**src/rtl/spm_cfg_sequencer_pkg.sv**
```systemverilog
// Shared types and constants for the scratchpad configuration sequencer.
// Holds word width, buffer depth, FSM state encoding and error codes.
package spm_cfg_sequencer_pkg;

    localparam int SPM_INST     = 24;
    localparam int BUFFER_DEPTH = 8;

    typedef enum logic [1:0] {
        ST_IDLE = 2'b00,
        ST_LOAD = 2'b01,
        ST_RUN  = 2'b10,
        ST_DONE = 2'b11
    } seq_state_e;

    localparam logic [1:0] ERR_NONE     = 2'b00;
    localparam logic [1:0] ERR_OVERFILL = 2'b01;
    localparam logic [1:0] ERR_OVERRUN  = 2'b10;
    localparam logic [1:0] ERR_BUSY     = 2'b11;

    function automatic logic state_is_busy(input seq_state_e st);
        return (st == ST_LOAD) || (st == ST_RUN);
    endfunction

endpackage

```
**src/rtl/spm_cfg_sequencer_ctr.sv**
```systemverilog
// Saturating up-counter with enable; stops at limit and flags when it is there.
// Used for both the load pointer and the replay pointer.
module spm_cfg_ctr
    import spm_cfg_sequencer_pkg::*;
#(
    parameter int CNT_W = 4
) (
    input  logic             clk,
    input  logic             rst,
    input  logic             en,
    input  logic [CNT_W-1:0] limit,
    output logic [CNT_W-1:0] cnt,
    output logic             at_limit
);

    logic [CNT_W-1:0] cnt_q;
    logic [CNT_W-1:0] cnt_d;

    // Next count: advance only when enabled and below the limit.
    always_comb begin
        cnt_d = cnt_q;
        if (en && (cnt_q != limit)) begin
            cnt_d = cnt_q + CNT_W'(1);
        end else begin
            cnt_d = cnt_q;
        end
    end

    // Count register.
    always_ff @(posedge clk) begin
        if (rst) begin
            cnt_q <= '0;
        end else begin
            cnt_q <= cnt_d;
        end
    end

    assign cnt      = cnt_q;
    assign at_limit = (cnt_q == limit);

endmodule

```
**src/rtl/spm_cfg_sequencer.sv**
```systemverilog
// Loads host configuration words into the scratchpad buffer and replays them,
// keeping load/replay pointers aligned with the scratchpad's own counters.
module spm_cfg_sequencer
    import spm_cfg_sequencer_pkg::*;
#(
    parameter int INST_W = SPM_INST,
    parameter int DEPTH  = BUFFER_DEPTH,
    parameter int CNT_W  = $clog2(DEPTH) + 1
) (
    input  logic              clk,
    input  logic              rst,
    input  logic              cfg_valid,
    input  logic [INST_W-1:0] cfg_data,
    input  logic              cfg_last,
    output logic              cfg_ready,
    input  logic              start,
    input  logic [CNT_W-1:0]  run_len,
    output logic              busy,
    output logic              done,
    output logic              err,
    output logic [1:0]        err_code,
    output logic              spm_init,
    output logic              spm_run,
    output logic [INST_W-1:0] spm_inst,
    output logic [CNT_W-1:0]  loaded_cnt,
    output logic [CNT_W-1:0]  run_ptr
);

    seq_state_e        state_q, state_d;
    logic              cfg_ready_q, cfg_ready_d;
    logic              busy_q, busy_d;
    logic              done_q, done_d;
    logic              err_q, err_d;
    logic [1:0]        err_code_q, err_code_d;
    logic              spm_init_q, spm_init_d;
    logic              spm_run_q, spm_run_d;
    logic [INST_W-1:0] spm_inst_q, spm_inst_d;
    logic [CNT_W-1:0]  remaining_q, remaining_d;

    logic              hs_s;
    logic              loaded_full_s;
    logic              run_exhausted_s;
    logic [CNT_W-1:0]  avail_s;
    logic              run_legal_s;
    logic [CNT_W-1:0]  loaded_nxt_s;

    spm_cfg_ctr #(.CNT_W(CNT_W)) u_load_ctr (
        .clk      (clk),
        .rst      (rst),
        .en       (spm_init_d),
        .limit    (CNT_W'(DEPTH)),
        .cnt      (loaded_cnt),
        .at_limit (loaded_full_s)
    );

    // The replay pointer can never pass what has been loaded.
    spm_cfg_ctr #(.CNT_W(CNT_W)) u_run_ctr (
        .clk      (clk),
        .rst      (rst),
        .en       (spm_run_d),
        .limit    (loaded_cnt),
        .cnt      (run_ptr),
        .at_limit (run_exhausted_s)
    );

    assign hs_s        = cfg_valid & cfg_ready_q;
    assign avail_s     = loaded_cnt - run_ptr;
    assign run_legal_s = (run_len != '0) && !run_exhausted_s && (run_len <= avail_s);

    // Next-state and next-output computation for the sequencer FSM.
    always_comb begin
        state_d     = state_q;
        spm_init_d  = 1'b0;
        spm_run_d   = 1'b0;
        spm_inst_d  = spm_inst_q;
        remaining_d = remaining_q;
        err_d       = err_q;
        err_code_d  = err_code_q;
        case (state_q)
            ST_IDLE: begin
                if (cfg_valid) begin
                    if (hs_s) begin
                        spm_init_d = 1'b1;
                        spm_inst_d = cfg_data;
                        state_d    = cfg_last ? ST_DONE : ST_LOAD;
                    end else if (loaded_full_s) begin
                        err_d      = 1'b1;
                        err_code_d = ERR_OVERFILL;
                        state_d    = ST_DONE;
                    end else begin
                        state_d = ST_IDLE;
                    end
                end else if (start) begin
                    if (run_legal_s) begin
                        spm_run_d   = 1'b1;
                        remaining_d = run_len - CNT_W'(1);
                        state_d     = ST_RUN;
                    end else begin
                        err_d      = 1'b1;
                        err_code_d = ERR_OVERRUN;
                    end
                end else begin
                    state_d = ST_IDLE;
                end
            end
            ST_LOAD: begin
                if (start) begin
                    err_d      = 1'b1;
                    err_code_d = ERR_BUSY;
                end else begin
                    err_d = err_q;
                end
                if (hs_s) begin
                    spm_init_d = 1'b1;
                    spm_inst_d = cfg_data;
                    state_d    = cfg_last ? ST_DONE : ST_LOAD;
                end else if (cfg_valid && loaded_full_s) begin
                    err_d      = 1'b1;
                    err_code_d = ERR_OVERFILL;
                    state_d    = ST_DONE;
                end else begin
                    state_d = ST_LOAD;
                end
            end
            ST_RUN: begin
                if (start) begin
                    err_d      = 1'b1;
                    err_code_d = ERR_BUSY;
                end else begin
                    err_d = err_q;
                end
                if (remaining_q != '0) begin
                    spm_run_d   = 1'b1;
                    remaining_d = remaining_q - CNT_W'(1);
                end else begin
                    state_d = ST_DONE;
                end
            end
            ST_DONE: begin
                state_d = ST_IDLE;
            end
            default: begin
                state_d = ST_IDLE;
            end
        endcase

        loaded_nxt_s = loaded_cnt + CNT_W'(spm_init_d);
        cfg_ready_d  = ((state_d == ST_IDLE) || (state_d == ST_LOAD)) &&
                       (loaded_nxt_s < CNT_W'(DEPTH));
        busy_d       = state_is_busy(state_d);
        done_d       = (state_d == ST_DONE);
    end

    // State and registered outputs.
    always_ff @(posedge clk) begin
        if (rst) begin
            state_q     <= ST_IDLE;
            cfg_ready_q <= 1'b0;
            busy_q      <= 1'b0;
            done_q      <= 1'b0;
            err_q       <= 1'b0;
            err_code_q  <= ERR_NONE;
            spm_init_q  <= 1'b0;
            spm_run_q   <= 1'b0;
            spm_inst_q  <= '0;
            remaining_q <= '0;
        end else begin
            state_q     <= state_d;
            cfg_ready_q <= cfg_ready_d;
            busy_q      <= busy_d;
            done_q      <= done_d;
            err_q       <= err_d;
            err_code_q  <= err_code_d;
            spm_init_q  <= spm_init_d;
            spm_run_q   <= spm_run_d;
            spm_inst_q  <= spm_inst_d;
            remaining_q <= remaining_d;
        end
    end

    assign cfg_ready = cfg_ready_q;
    assign busy      = busy_q;
    assign done      = done_q;
    assign err       = err_q;
    assign err_code  = err_code_q;
    assign spm_init  = spm_init_q;
    assign spm_run   = spm_run_q;
    assign spm_inst  = spm_inst_q;

endmodule

```
**config.mk**
```make
export PLATFORM = sky130hd
export DESIGN_NAME = spm_cfg_sequencer
export DESIGN_NICKNAME = d
export VERILOG_FILES = /design/src/rtl/spm_cfg_sequencer_pkg.sv /design/src/rtl/spm_cfg_sequencer_ctr.sv /design/src/rtl/spm_cfg_sequencer.sv
export SDC_FILE = /design/constraint.sdc
export NUM_CORES = 1
export LEC_CHECK = 0
export ABC_AREA = 0
export CAP_MARGIN = 5
export CORE_ASPECT_RATIO = 1.25
export CORE_UTILIZATION = 55
export CTS_CLUSTER_SIZE = 24
export DETAILED_ROUTE_END_ITERATION = 8
export DONT_BUFFER_PORTS = 1
export GPL_ROUTABILITY_DRIVEN = 0
export PLACE_DENSITY = 0.67
export REMOVE_ABC_BUFFERS = 1
export SLEW_MARGIN = 20
export SYNTH_ARGS = -nofsm -noshare
export SYNTH_HDL_FRONTEND = slang
export SYNTH_SLANG_ARGS = --single-unit
```
**constraint.sdc**
```tcl
create_clock -name clk -period 8.4 [get_ports clk]
set_input_delay 0.84 -clock clk [delete_from_list [all_inputs] [get_ports clk]]
set_output_delay 0.84 -clock clk [all_outputs]
set_load 0.03 [all_outputs]
```
Yosys cells after proc, flatten, opt, wreduce, memory -nomap -nowiden
Cells that the tools add are included.

word-level totals
  flip-flop bits (word level) = 46
  input bits = 33
  logic and storage cells = 103

operators by class
  add/subtract/negate cells = 6
  magnitude comparators = 2
  eq/ne operators = 19
  muxes and demuxes = 44
  bitwise gates (word level) = 1
  reduce and logical (&&, ||, !) cells = 19

operators with widths
  cell                                                                    number
  24-bit two-way mux                                                      2
  24-bit case mux with 2 select lines                                     1
  2-bit two-way mux                                                       17
  4-bit two-way mux                                                       4
  1-bit two-way mux                                                       14
  3-bit != test (second input constant)                                   4
  2-bit != test (second input constant)                                   5
  5-bit AND reduction                                                     2
  4-bit by 1-bit adder with 4-bit output (second input constant)          2
  2-bit equality test (second input constant)                             4
  2-bit case mux with 4 select lines                                      1
  4-bit case mux with 2 select lines                                      1
  4-bit nonzero test                                                      2
  4-bit by 1-bit subtractor with 4-bit output (second input constant)     2
  1-bit logical AND                                                       6
  2-bit case mux with 3 select lines                                      1
  4-bit by 1-bit adder with 4-bit output                                  1
  2-bit by 1-bit equality test with 1-bit output (second input constant)  2
  4-bit equality test                                                     1
  4-bit equality test (second input constant)                             1
  4-bit less-or-equal comparator                                          1
  2-bit logical NOT                                                       2
  4-bit less-than comparator (second input constant)                      1
  4-bit != test                                                           1
  other kinds (10)                                                        13

Longest topological paths before layout
Gate-level depths: netlist of run 1.

  depth in word-level cells = 11
  gate-level depth with buffers = 14
  gate-level depth less buffers = 14

Cells and area by module
Synthesis of run 1 repeated with hierarchy kept, for this count alone.

unflattened totals
  cell total of the unflattened synthesis = 280
  area total of the unflattened synthesis = 2382.3 µm²

modules (own cells, without submodules)
  module             instances  cells each  area each (µm²)
  spm_cfg_sequencer  1          234         1909.3
  spm_cfg_ctr        2          23          236.5

Least setup slack after synthesis of run 1
OpenSTA, ideal clock, no wires.

  kind = register to register
  start = register u_run_ctr.cnt_q[1], in the netlist u_run_ctr.cnt[1]
  end = register busy_q, in the netlist busy
  data arrival time = 2.939 ns
  data required time = 8.272 ns
  path slack = 5.332 ns
  stages on the path, launching flop included = 14
  buffers on the path = 0
  cells stage by stage = dfxtp_1 > inv_1 > ha_1 > a21o_1 > a21oi_1 > xor2_1 > ha_1 > and2_1 > o21ai_0 > a32oi_1 > o211ai_1 > nor2b_1 > ha_1 > nor2b_1

between the ends
  cells in the longest elaborated chain, start to end = 10
  elaborated cells on any way between the ends = 13
  those cells by class = add/sub: 1; order compare: 1; eq/ne: 3; mux: 4; reduce/logical: 4

RTL lines
  what                                                                                   RTL line                     text
  start: declaration                                                                     spm_cfg_sequencer_ctr.sv:16  logic [CNT_W-1:0] cnt_q;
  start signal: assignment                                                               spm_cfg_sequencer_ctr.sv:34  cnt_q <= cnt_d;
  branches (longest 3 deep; another with 4-bit subtractor)                               -
  1-bit logical AND *                                                                    spm_cfg_sequencer.sv:68      assign run_legal_s = (run_len != '0) && !run_exhausted_s && (run_len <= avail_s);
  2-bit two-way mux *                                                                    spm_cfg_sequencer.sv:94      if (run_legal_s) begin
  2-bit two-way mux *                                                                    spm_cfg_sequencer.sv:93      end else if (start) begin
  2-bit two-way mux *                                                                    spm_cfg_sequencer.sv:81      if (cfg_valid) begin
  2-bit case mux with 4 select lines *                                                   spm_cfg_sequencer.sv:79      case (state_q)
  via state_d[1]                                                                         spm_cfg_sequencer.sv:29      seq_state_e state_q, state_d;
  2-bit by 1-bit equality test with 1-bit output or 2-bit equality test (tied branches)  spm_cfg_sequencer_pkg.sv:21  return (st == ST_LOAD) || (st == ST_RUN);
  1-bit logical OR *                                                                     spm_cfg_sequencer_pkg.sv:21
  via busy_d                                                                             spm_cfg_sequencer.sv:31      logic busy_q, busy_d;
  end signal: assignment                                                                 spm_cfg_sequencer.sv:170     busy_q <= busy_d;
  end: declaration                                                                       spm_cfg_sequencer.sv:31

Mark *: on every way through the listed nets, which the timed path passes.
A chain may end at the register's enable or synchronous reset.

Final worst setup path of run 1
Ends and elaborated chain as after synthesis.

==> results of run 1 <==
==> kinds of logic after synthesis <==
group	after synthesis
XOR/XNOR	8
flip-flops	46
multiplexers	11
AO/OA/AOI/OAI	66
buffers and inverters	27
adder cells (fa/ha/maj)	16
AND/OR/NAND/NOR	120
==> metrics by stage <==
step	hold WS [ns]	instances	instance area (um2)	power, uW	setup WS [ns]
after global routing	0.539	345	2570	831	4.68
final	0.533	345	2570	771	4.97
after global placement	0.509	337	2470	626	5.08
after detailed placement	0.510	337	2470	629	5.01
after CTS	0.527	345	2570	778	4.98
after floorplan	0.476	280	2390	573	5.35
==> worst min-delay path: cells and delay by family (launching register included) <==
kind / cells / cell delay [ns]
and+or+nand+nor: 1 / 0.07
DFF: 1 / 0.36
muxes: 1 / 0.06
==> layout make-up <==
cell class	instances	area (um2)	area share [%]
well taps	56	70.1	2.73
flip-flops and latches	46	921	35.9
clock inverters	2	16.3	0.634
clock buffers	6	82.6	3.22
multi-input cells	221	1420	55.4
repair buffers	1	7.51	0.292
inverters	13	48.8	1.90
==> cell usage after synthesis, types with 2 or more instances <==
cell type | count | area (um2)
sky130_fd_sc_hd__nand2_1 | 66 | 248
sky130_fd_sc_hd__dfxtp_1 | 46 | 921
sky130_fd_sc_hd__a21oi_1 | 31 | 155
sky130_fd_sc_hd__ha_1 | 15 | 188
sky130_fd_sc_hd__nor2_1 | 15 | 56.3
sky130_fd_sc_hd__inv_1 | 13 | 48.8
sky130_fd_sc_hd__nor2b_1 | 10 | 62.6
sky130_fd_sc_hd__nand2b_1 | 7 | 43.8
sky130_fd_sc_hd__o21ai_0 | 7 | 35.0
sky130_fd_sc_hd__buf_2 | 6 | 30.0
sky130_fd_sc_hd__mux2i_1 | 6 | 60.1
sky130_fd_sc_hd__nand3_1 | 6 | 30.0
sky130_fd_sc_hd__clkbuf_1 | 5 | 18.8
sky130_fd_sc_hd__nand4_1 | 4 | 25.0
sky130_fd_sc_hd__xor2_1 | 4 | 35.0
sky130_fd_sc_hd__buf_1 | 3 | 11.3
sky130_fd_sc_hd__o211ai_1 | 3 | 22.5
sky130_fd_sc_hd__xnor2_1 | 3 | 26.3
sky130_fd_sc_hd__a21o_1 | 2 | 15.0
sky130_fd_sc_hd__a31oi_1 | 2 | 12.5
sky130_fd_sc_hd__and3_1 | 2 | 12.5
sky130_fd_sc_hd__mux2_2 | 2 | 22.5
sky130_fd_sc_hd__mux2_4 | 2 | 30.0
sky130_fd_sc_hd__nand3b_1 | 2 | 15.0
sky130_fd_sc_hd__o2111ai_1 | 2 | 17.5
sky130_fd_sc_hd__o21ai_1 | 2 | 10.0
sky130_fd_sc_hd__o21bai_1 | 2 | 15.0
==> layer usage <==
metal,wire [um],share of wire (%)
met2,2540,51
met4,75,1.5
met5,0,0
met3,319,6.3
met1,2090,42
==> how the worst min path moves through the flow <==
stage | start | end | slack, ns | depth (start not counted)
2_1_floorplan | remaining_q[0] | remaining_q[0] | 0.48 | 2
3_3_place_gp | remaining_q[3] | remaining_q[3] | 0.51 | 2
3_5_place_dp | remaining_q[3] | remaining_q[3] | 0.51 | 2
4_1_cts | remaining_q[3] | remaining_q[3] | 0.53 | 2
5_1_grt | remaining_q[0] | remaining_q[0] | 0.54 | 2
6_report | remaining_q[0] | remaining_q[0] | 0.53 | 2
==> flip-flops by register name, summed over array words and instances, names as in the netlist <==
| signal | cells |
|---|---|
| u_run_ctr.cnt | 4 |
| spm_run | 1 |
| busy | 1 |
| remaining_q | 4 |
| cfg_ready | 1 |
| spm_inst | 24 |
| err_code | 2 |
| err | 1 |
| u_load_ctr.cnt | 4 |
| spm_init | 1 |
| done | 1 |
| state_q | 2 |
==> report_power, final <==
group | total, uW | internal (uW) | switching, uW
clock network | 147 | 67.8 | 79.4
logic | 265 | 109 | 155
registers | 359 | 260 | 99.3
==> results.txt, run 1 <==
The run gives 6.96% as the routing usage on met3. During placement, the flow inserted port buffers numbering 0. The final layout contains 337 nets. Fill cells in the final layout number 405. The synthesized netlist devotes 18.0% of its cell area to compound gates. The library cell used most frequently in the layout, excluding fill and tap cells, is sky130_fd_sc_hd__nand2_1. The initial antenna violation count came out at 0.

Measured against the total synthesized area, the mux share comes to 5.05%. The post-detailed-route count of antenna-violating nets is 0. The maximum fanout along the worst path came out at 6. Counting distinct cell types in the post-synthesis netlist gives 53. The final total negative setup slack was 0 ns; the cell depth of the worst flop-to-flop path was 13. Clock-pin slew was measured on the worst setup and hold paths at 0.09 ns.

Dividing total power by cell area gives a power density of 300 nW/um2. In this run the most used layer during global routing was met2. The logs give 44.6% for the worst slew margin relative to its limit and 163 uV for the worst voltage drop across the vdd grid. The die height works out to 76.6 um.

The worst setup path is captured at a flip-flop. For this design the static power due to leakage is 0.000991 uW. From left edge to right edge, the die measures 61.7 um. The flow ran to the end, and the final reports show no timing, DRC or antenna violations.

Number of CTS-inserted buffers: 5. Global routing used 37.3% of the available met2 tracks. Entering global routing, the biggest net connects 50 pins.

Across all register-to-register paths, the minimum setup slack is 4.97 ns. Once the floorplan was initialized, standard cells occupied 58.9% of the core. The first-pass GRT wire length came out at 8220 um. The number of gates resized after CTS was 0. For the pin with the worst max-slew slack, the measured transition is 0.831 ns. Global routing consumed, over all layers together, 23.0% of the routing resources. Based on the critical path, the design can be clocked at up to 292 MHz.

The initialized floorplan defines 26 standard-cell rows. The die covers 4730 um2. Detailed placement ended at an HPWL of 3610 um.

Portion of the post-synthesis area used by sequential elements: 37.6%. Synthesis produced a netlist whose cell count is 294. The Yosys step of the flow raised 0 warnings. Clock skew on the completed layout was measured at 0.00649 ns. The insertion delay of the later-clocked pin in the worst-skew pair was 0.30 ns.

Summed over all layers, the global routing overflow is 0. The kind of start point of the critical path is a flip-flop. The total area inside the core boundary comes to 4160 um2. The final number of hold-violating endpoints came out at 0.

In this run, synthesis inferred 0 flip-flops with an integrated enable. The synthesized netlist devotes 3.16% of its cell area to XOR and XNOR gates. The main combinational cell family by area after synthesis is simple AND/OR/NAND/NOR gates. Setup repair after global routing left no endpoint under its margin. The total standard cell area after synthesis is 2450 um2.

The per-cell routed wire length is 14.6 um, and the detailed-route via count is 1,939. After clock tree synthesis, the flow added hold-fix buffers numbering 0. After detailed routing, the number of vias per cell comes to 5.62. The total iterations of the first detailed-routing run came out at 4.

Leaving out fill and tap cells, the most frequent cells in the layout are sky130_fd_sc_hd__nand2_1 (66), sky130_fd_sc_hd__dfxtp_1 (46), sky130_fd_sc_hd__a21oi_1 (31). For the count of inserted antenna diode cells, the log shows 0. The fraction of the cycle the final worst path needs is 40.8%. Counting along the longest clock path gives a buffer depth of 2. Once the clock tree was built, the setup fixing pass inserted 0 buffers.

Dividing the synthesized area by the synthesized cell count gives 8.34 um2. After synthesis, the share of flip-flops with an asynchronous set or reset is 0%. The tools report the reg-to-reg critical path endpoint as busy. The slowest library cell on the worst path is sky130_fd_sc_hd__dfxtp_1. The count of buffer and inverter cells on the critical path came out at 1. Termination of the worst setup path: busy.

The classification of the worst-slack hold path is reg -> reg. Stage delay of the slowest cell on the critical path: 0.58 ns. For the clock sink count, the log shows 46. In this design, the largest share of critical-path delay is due to compound AO/OA/AOI/OAI gates.

Area fraction in and, or, nand and nor cells after synthesis: 23.3%. The most numerous cell type found on the critical path is sky130_fd_sc_hd__ha_1. The tools report the max-slew violation total from the final report as 0. For the worst setup path, the data arrival time is 3.63 ns. Of the cells placed in the final design, the portion with a size suffix greater than 1 is 8.30%. The number of max-cap violations was 0. Post-synthesis sequential element count: 46.

The number of placed I/O pins is 73, and the time the final worst path needs with I/O delays and setup is 3.43 ns. Summed over all layers, the routed wires come to 5030 um. The number of cells on the critical path was 13.

Walking the worst path, the cells encountered are inv_1 > ha_1 > a21o_1 > a21oi_1 > xor2_1 > ha_1 > and2_1 > o21ai_0 > a32oi_1 > o211ai_1 > nor2b_1 > ha_1 > nor2b_1. Summing the areas of all fa, ha and maj instances in the mapped netlist gives 8.47% of the synthesized area. In the routed design, unresolved DRC markers number 0. For the via count of the first global-routing pass, the log shows 1,849.

TritonCTS built the clock tree. STA puts the critical path data required time at 8.60 ns. In this run the number of H-tree levels came out at 2. Beginning of the worst register-to-register path: u_run_ctr.cnt[1].

Setup violations remaining at the end of the flow were counted as 0. Measured on the finished design, the core utilization comes to 61.7%. Global routing consumed, on the met1 layer, 27.7% of the routing resources. The post-synthesis to final-layout area growth is 4.75%. The first routing iteration left 103 violations. The beginning of the critical path is u_run_ctr.cnt[1]. For this run, the leading register cell type out of synthesis is sky130_fd_sc_hd__dfxtp_1. The clock root buffer is sky130_fd_sc_hd__clkbuf_8. The critical path in this run is classified as reg -> reg.
No activity file was read; power rests on OpenSTA's default activity.
==> run 2: changes to the inputs <==
Settings changed: PLACE_DENSITY 0.67 to 0.7.
Clock period 8.4 ns to 3.1 ns, I/O delays scaled along.
==> run 2 against run 1 <==
  * Final area rose by 3.5%
  * Clock power rose to 2.7 times the previous value
  * Non-clock buffer count rose by 11
  * First-iteration DRC count fell by 4.9%
  * Highest routed layer unchanged
  * Largest cell class unchanged
  * Worst hold slack got worse by 0.47 ns
  * Worst setup slack got worse by 4.7 ns
  * Sequential share of layout area fell by 1.2 points
  * Combinational power rose to 2.9 times the previous value
  * Critical endpoint unchanged
  * Routed wire length rose by 3.6%
  * Flip-flop and latch count did not move
  * Power rose to 2.8 times the previous value
  * Global-route usage rose by 1.1 points
  * Largest power group unchanged
==> results.txt, run 2 (same netlist as run 1, synthesis figures left out) <==
The effective utilization at floorplan came out at 58.9%. The tools report the first-iteration detailed-routing DRC count as 98. Summed over all nets, the half-perimeter wirelength after detailed placement is 3810 um.

The post-route netlist has 12.0% of its cells at a drive strength greater than 1. After detailed routing, the average wire length per cell comes to 14.6 um. Summed over all layers, the routed wires come to 5210 um. The via count of the first global-routing pass was 1,990. The beginning of the critical path is u_load_ctr.cnt[0]. Global routing finished with a remaining overflow of 0.

The stage delay of the slowest cell on the critical path came out at 0.47 ns. The tools report the final design area excluding fillers as 2660 um2. In this design, the largest share of critical-path delay is due to adder cells. The horizontal extent of the die is 61.7 um.

The number of antenna diodes in the final layout is 0. For the number of placed I/O pins, the log shows 73. The multi-input combinational cells in the finished layout cover a total of 1430 um2.

In this run the critical register-to-register path is launched from u_load_ctr.cnt[0]. The time the final worst path needs with I/O delays and setup was 2.85 ns; the final number of hold-violating endpoints was 0. The analysis attributes to cell leakage a power of 0.00105 uW. The final critical path takes up 92.0% of the cycle. The core region is 4160 um2.

The area growth from synthesis to layout is 8.42%. The logs give 0 for the count of cells resized by post-cts repair and 3.05 ns for the data arrival time of the critical path. By startpoint and endpoint, the worst setup path is classified as reg -> reg. For the buffer levels on the longest clock path, the log shows 2.

The reg-to-reg critical path endpoint was busy. During placement, the flow inserted port buffers numbering 0. The H-tree was split into 2 levels. For the number of max-cap violations, the log shows 0.

The residual DRC count is 0. The number of buffers added to fix hold violations after cts is 0, and the cell row count is 26. The total iterations of the first detailed-routing run came out at 4. The worst-case IR drop observed on VDD is 456 uV. The post-detailed-route count of antenna-violating nets was 0; the setup clock skew after layout was 0.00635 ns.

The tools report the max-slew violation total from the final report as 0. The detail-routed via count per cell was 5.74. For the initial antenna violation count, the log shows 0. The most common library cell in the layout ignoring fill and taps is sky130_fd_sc_hd__nand2_1.

On the critical path, the stage with the largest delay is an instance of sky130_fd_sc_hd__fa_1. The maximum fanout along the worst path was 4. The cell depth of the worst flop-to-flop path came out at 13. The endpoint required time on the critical path was 3.30 ns; the worst slew margin relative to its limit was 68.5%. Detailed routing inserted a total of 2,045 vias. In this run the vertical extent of the chip is 76.6 um. The library cells used most frequently in the layout, excluding fill and tap cells, are sky130_fd_sc_hd__nand2_1 (66), sky130_fd_sc_hd__dfxtp_1 (46), sky130_fd_sc_hd__a21oi_1 (31). STA classifies the critical path startpoint as a flip-flop.

The transition time of the tightest slew-check pin came out at 0.471 ns. Registers take 921 um2. After clock tree synthesis, the clock-pin slew on the worst setup and hold paths is 0.09 ns.

The cell count of the worst hold path is 1. The run finished with clean final reports. Final setup violation count: 0. The die covers 4730 um2.

The tools report the global-route total usage across every layer as 24.1%. The critical path goes through inv_1 > ha_1 > inv_1 > fa_1 > inv_1 > ha_1 > nor2b_1 > o21ai_1 > a32oi_2 > o211ai_1 > nor2b_1 > ha_1 > nor2b_1. The count of buffer and inverter cells on the critical path was 3; the number of post-CTS setup repair buffers was 0.

The worst setup path is captured at a flip-flop. Number of fillers in the final layout: 395. The slack of the worst reg-to-reg path was 0.25 ns; the post-placement cell area was 2550 um2. The total power density per cell area was 799 nW/um2. The final total negative setup slack was 0 ns; the maximum number of pins on one net before global-route repair was 50. The flip-flop count of the largest register, all copies and words added is 24. Final net count: 348. The clock drives 46 sinks. Setup repair after global routing left no endpoint under its margin. The tools report the number of CTS-inserted buffers as 5. The upper clock frequency limit came out at 351 MHz. The clock root buffer is sky130_fd_sc_hd__clkbuf_8. The worst hold path belongs to the class in -> reg. The launch instance of the worst min-delay path was rst.

The worst hold path terminates at spm_inst[15]. TritonCTS built the clock tree. The first global-routing pass estimated 8780 um of wire. At the later pin of the worst-skew pair, clock insertion delay measures 0.30 ns.
run 2: cell count changes in the layout (fill, tap and decap cells not counted), sizes merged:
cell,change
buf,+11
run 2: layout make-up:
type,count,area share (%)
flip-flops and latches,46,34.7
clock buffers,6,3.11
multi-input cells,221,53.8
inverters,13,1.84
well taps,56,2.64
clock inverters,2,0.612
repair buffers,12,3.39
run 2: worst max path at each step:
stage,depth (start not counted),endpoint,slack [ns]
6_report,13,busy,0.25
5_1_grt,13,busy,0.07
4_1_cts,13,busy,0.13
3_5_place_dp,13,busy,0.17
3_3_place_gp,13,busy,0.27
2_1_floorplan,13,busy,0.05
run 2: routing by layer:
layer / vias up / track usage [%] / part of all wire [%]
met1: 934 / 29.4 / 40
li1: 1021 / - / -
met3: 13 / 6.11 / 7.0
met5: - / 0 / 0
met4: 0 / 8.67 / 2.3
met2: 77 / 39.6 / 50
run 2: per-stage QoR:
step / cells / utilization [%] / hold slack (ns) / setup slack (ns) / total power [uW]
4_1_cts: 356 / 63.6 / 0.0479 / 0.135 / 2140
3_5_place_dp: 348 / 61.3 / 0.384 / 0.174 / 1740
2_1_floorplan: 280 / - / 0.376 / 0.0471 / 1550
5_1_grt: 356 / 63.8 / 0.0467 / 0.0701 / 2270
6_report: 356 / 63.8 / 0.0581 / 0.249 / 2120
3_3_place_gp: 348 / 61.3 / 0.383 / 0.273 / 1720
run 2: power by group:
| part | switching [uW] | total, uW | internal [uW] |
|---|---|---|---|
| combinational | 452 | 771 | 318 |
| clock | 212 | 395 | 184 |
| sequential | 254 | 958 | 704 |
| total | 917 | 2120 | 1210 |
==> run 3: changes to the inputs <==
Settings changed: PLACE_DENSITY 0.7 to 0.67, SKIP_CTS_REPAIR_TIMING set to 1.
Clock period 3.1 ns to 2.7 ns, I/O delays scaled along.
==> run 3 against run 2 <==
  * Cell count rose by 2.8%
  * The flow now finishes with violations (negative setup slack)
  * Worst hold slack got worse by 0.033 ns
  * Final area is 6.0% higher
  * Largest cell class unchanged
  * Worst setup slack lost 0.27 ns
  * Critical endpoint unchanged
  * Global-route usage grew 0.24 points
  * Power is 22% higher
==> results.txt, run 3 (same netlist as run 1, synthesis figures left out) <==
The cell repeated most along the worst path is sky130_fd_sc_hd__inv_2. The first detailed-routing pass took 4 iterations. Final number of hold-violating endpoints: 0. The worst slew margin relative to its limit is 74.9%, and the final total negative setup slack is -0.0180 ns.

The placed instances occupy a cell area of 2620 um2. Data on the critical path arrives at its endpoint at 2.91 ns. After routing the design area is 2820 um2. The tools report the first-iteration detailed-routing DRC count as 138.

Traced cell by cell, the critical path runs through inv_2 > ha_4 > inv_2 > fa_2 > inv_2 > ha_4 > nor2b_4 > o21ai_4 > a32oi_4 > o211ai_1 > nor2b_2 > ha_1 > nor2b_4. The run finished, with violations left. For the number of instances in the placed design, the log shows 357. The slowest library cell on the worst path was sky130_fd_sc_hd__fa_2. Once the floorplan was initialized, standard cells occupied 58.9% of the core.

Of all nets on the critical path, the largest fanout is 4. The startpoint identified for the worst hold timing path is rst. The floorplan has 26 rows. Setup repair after global routing could not meet its margin everywhere. The startpoint identified for the worst register-to-register timing path is u_load_ctr.cnt[0]. On the final layout, the worst hold slack is 0.0248 ns. For the finished layout, the period the worst path requires is 2.72 ns.

Cell depth of the worst flop-to-flop path: 13. The reg-to-reg critical path endpoint was busy. The tools report the number of CTS-inserted buffers as 5. STA classifies the critical path startpoint as a flip-flop. In this run the register-to-register setup slack is -0.02 ns. Relative to the synthesized area, the layout overhead comes to 15.0%. The number of fillers in the final layout came out at 371. The endpoint required time on the critical path came out at 2.90 ns.

At the pin with the least slew margin, the transition time is 0.375 ns. The standby leakage power was 0.00112 uW; the core area was 4160 um2. The cell count of the worst hold path came out at 1. For the number of max-cap violations, the log shows 0.

In the layout the commonest cells are sky130_fd_sc_hd__nand2_1 (66), sky130_fd_sc_hd__dfxtp_1 (44), sky130_fd_sc_hd__a21oi_1 (29). In the global route stage, overall resource usage came out at 24.3%. The initial antenna violation count came out at 0.

The per-cell routed wire length is 15.6 um. After detailed routing, the number of vias per cell comes to 5.69. Clock skew on the completed layout was measured at 0.00978 ns. Clock latency on the worst-skew pair, taken at its later pin, is 0.30 ns. The classification of the worst-slack hold path is in -> reg.

The max-slew violation total from the final report is 0, and the maximum level of the CTS H-tree is 2. TritonCTS built the clock tree. In the finished design, the share of the clock period the worst path needs comes to 101%. The final layout contains routed wiring with a total length of 5730 um.

The post-detailed-placement half-perimeter wirelength was 4030 um; the clock sink count was 46. After clock tree synthesis, the clock-pin slew on the worst setup and hold paths is 0.10 ns. The via count of the first global-routing pass was 2,049; the flip-flop count of the largest register, all copies and words added was 24. The die covers 4730 um2.

The final setup violation count was 1; the count of inserted antenna diode cells was 0. The residual DRC count came out at 0. The count of cells in the finished layout, fillers not included, comes to 366. Across the VDD grid, the largest voltage drop is 581 uV.

The longest clock path from root to sink contains 2 buffers. STA classifies the critical path endpoint as a flip-flop. The tree is rooted in a sky130_fd_sc_hd__clkbuf_8. The worst setup path is of the reg -> reg kind. After global routing the overflow that remains totals 0. For this run, the top clock speed supported by timing is 368 MHz. In this run the tool buffered the top-level ports with 0 buffer cells. Across all layers, the routed design uses 2,082 vias. Final net count: 358.

The die height was 76.6 um; the setup slack after layout was -0.0180 ns. 73 I/O pins were placed. The tools report the maximum number of pins on one net before global-route repair as 50. The total power density per cell area was 917 nW/um2; the stage delay of the slowest cell on the critical path was 0.53 ns. The detail route stage leaves a number of antenna-violating nets equal to 0. The first global-routing pass estimated 8870 um of wire. The end of the worst hold path was spm_inst[6].

The post-route netlist has 20.0% of its cells at a drive strength greater than 1. After layout, the design draws a total of 2580 uW. The checks that failed: negative setup slack. The most common library cell in the layout ignoring fill and taps was sky130_fd_sc_hd__nand2_1. The floorplan step set the die width to 61.7 um.
==> run 3: changes by cell type in the layout (fill, tap and decap cells not counted), sizes merged <==
cell,delta
clkbuf,-1
clkinv,+1
buf,+10
clkinvlp,-1
inv,+1
==> run 3: metal layers <==
| metal | vias up | wire length [um] | GRT usage (%) |
|---|---|---|---|
| li1 | 1039 | - | - |
| met2 | 70 | 2920 | 42.8 |
| met1 | 965 | 2330 | 27.9 |
| met3 | 8 | 372 | 5.09 |
| met4 | 0 | 110 | 8.00 |
| met5 | - | 0 | 0 |
==> run 3: layout make-up <==
| type | instances | area (um2) | share of cell area (%) |
|---|---|---|---|
| clock inverters | 3 | 22.5 | 0.799 |
| inverters | 13 | 48.8 | 1.73 |
| repair buffers | 22 | 165 | 5.86 |
| flip-flops and latches | 46 | 923 | 32.8 |
| clock buffers | 5 | 68.8 | 2.44 |
| multi-input cells | 221 | 1520 | 53.9 |
| well taps | 56 | 70.1 | 2.49 |
==> run 3: through the flow <==
stage	util, %	setup slack [ns]
after floorplan	-	-0.353
after global placement	62.9	-0.000559
after detailed placement	62.9	-0.153
after CTS	65.1	-0.175
after global routing	67.7	-0.109
final	67.7	-0.0180
==> run 3: worst max path at each step <==
stage / startpoint / end / slack [ns] / cells past startpoint
floorplan: u_run_ctr.cnt[1] / busy / -0.35 / 13
global placement: u_run_ctr.cnt[1] / busy / -0.0006 / 13
detailed placement: u_run_ctr.cnt[1] / busy / -0.15 / 13
CTS: u_run_ctr.cnt[1] / busy / -0.17 / 13
global route: u_load_ctr.cnt[0] / busy / -0.11 / 13
finish: u_load_ctr.cnt[0] / busy / -0.02 / 13
==> run 3: report_power, final <==
part / internal (uW) / total, uW / switching [uW]
sequential: 809 / 1080 / 271
combinational: 470 / 1060 / 593
clock: 188 / 441 / 253
==> run 3: worst max-delay path: cells and delay by family, from the launching register on <==
family	cells	cell delay, ns
AND/OR/NAND/NOR	3	0.45
buffers and inverters	3	0.16
AO/OA/AOI/OAI	3	0.44
adder cells (fa/ha/maj)	4	1.22
flip-flops	1	0.33
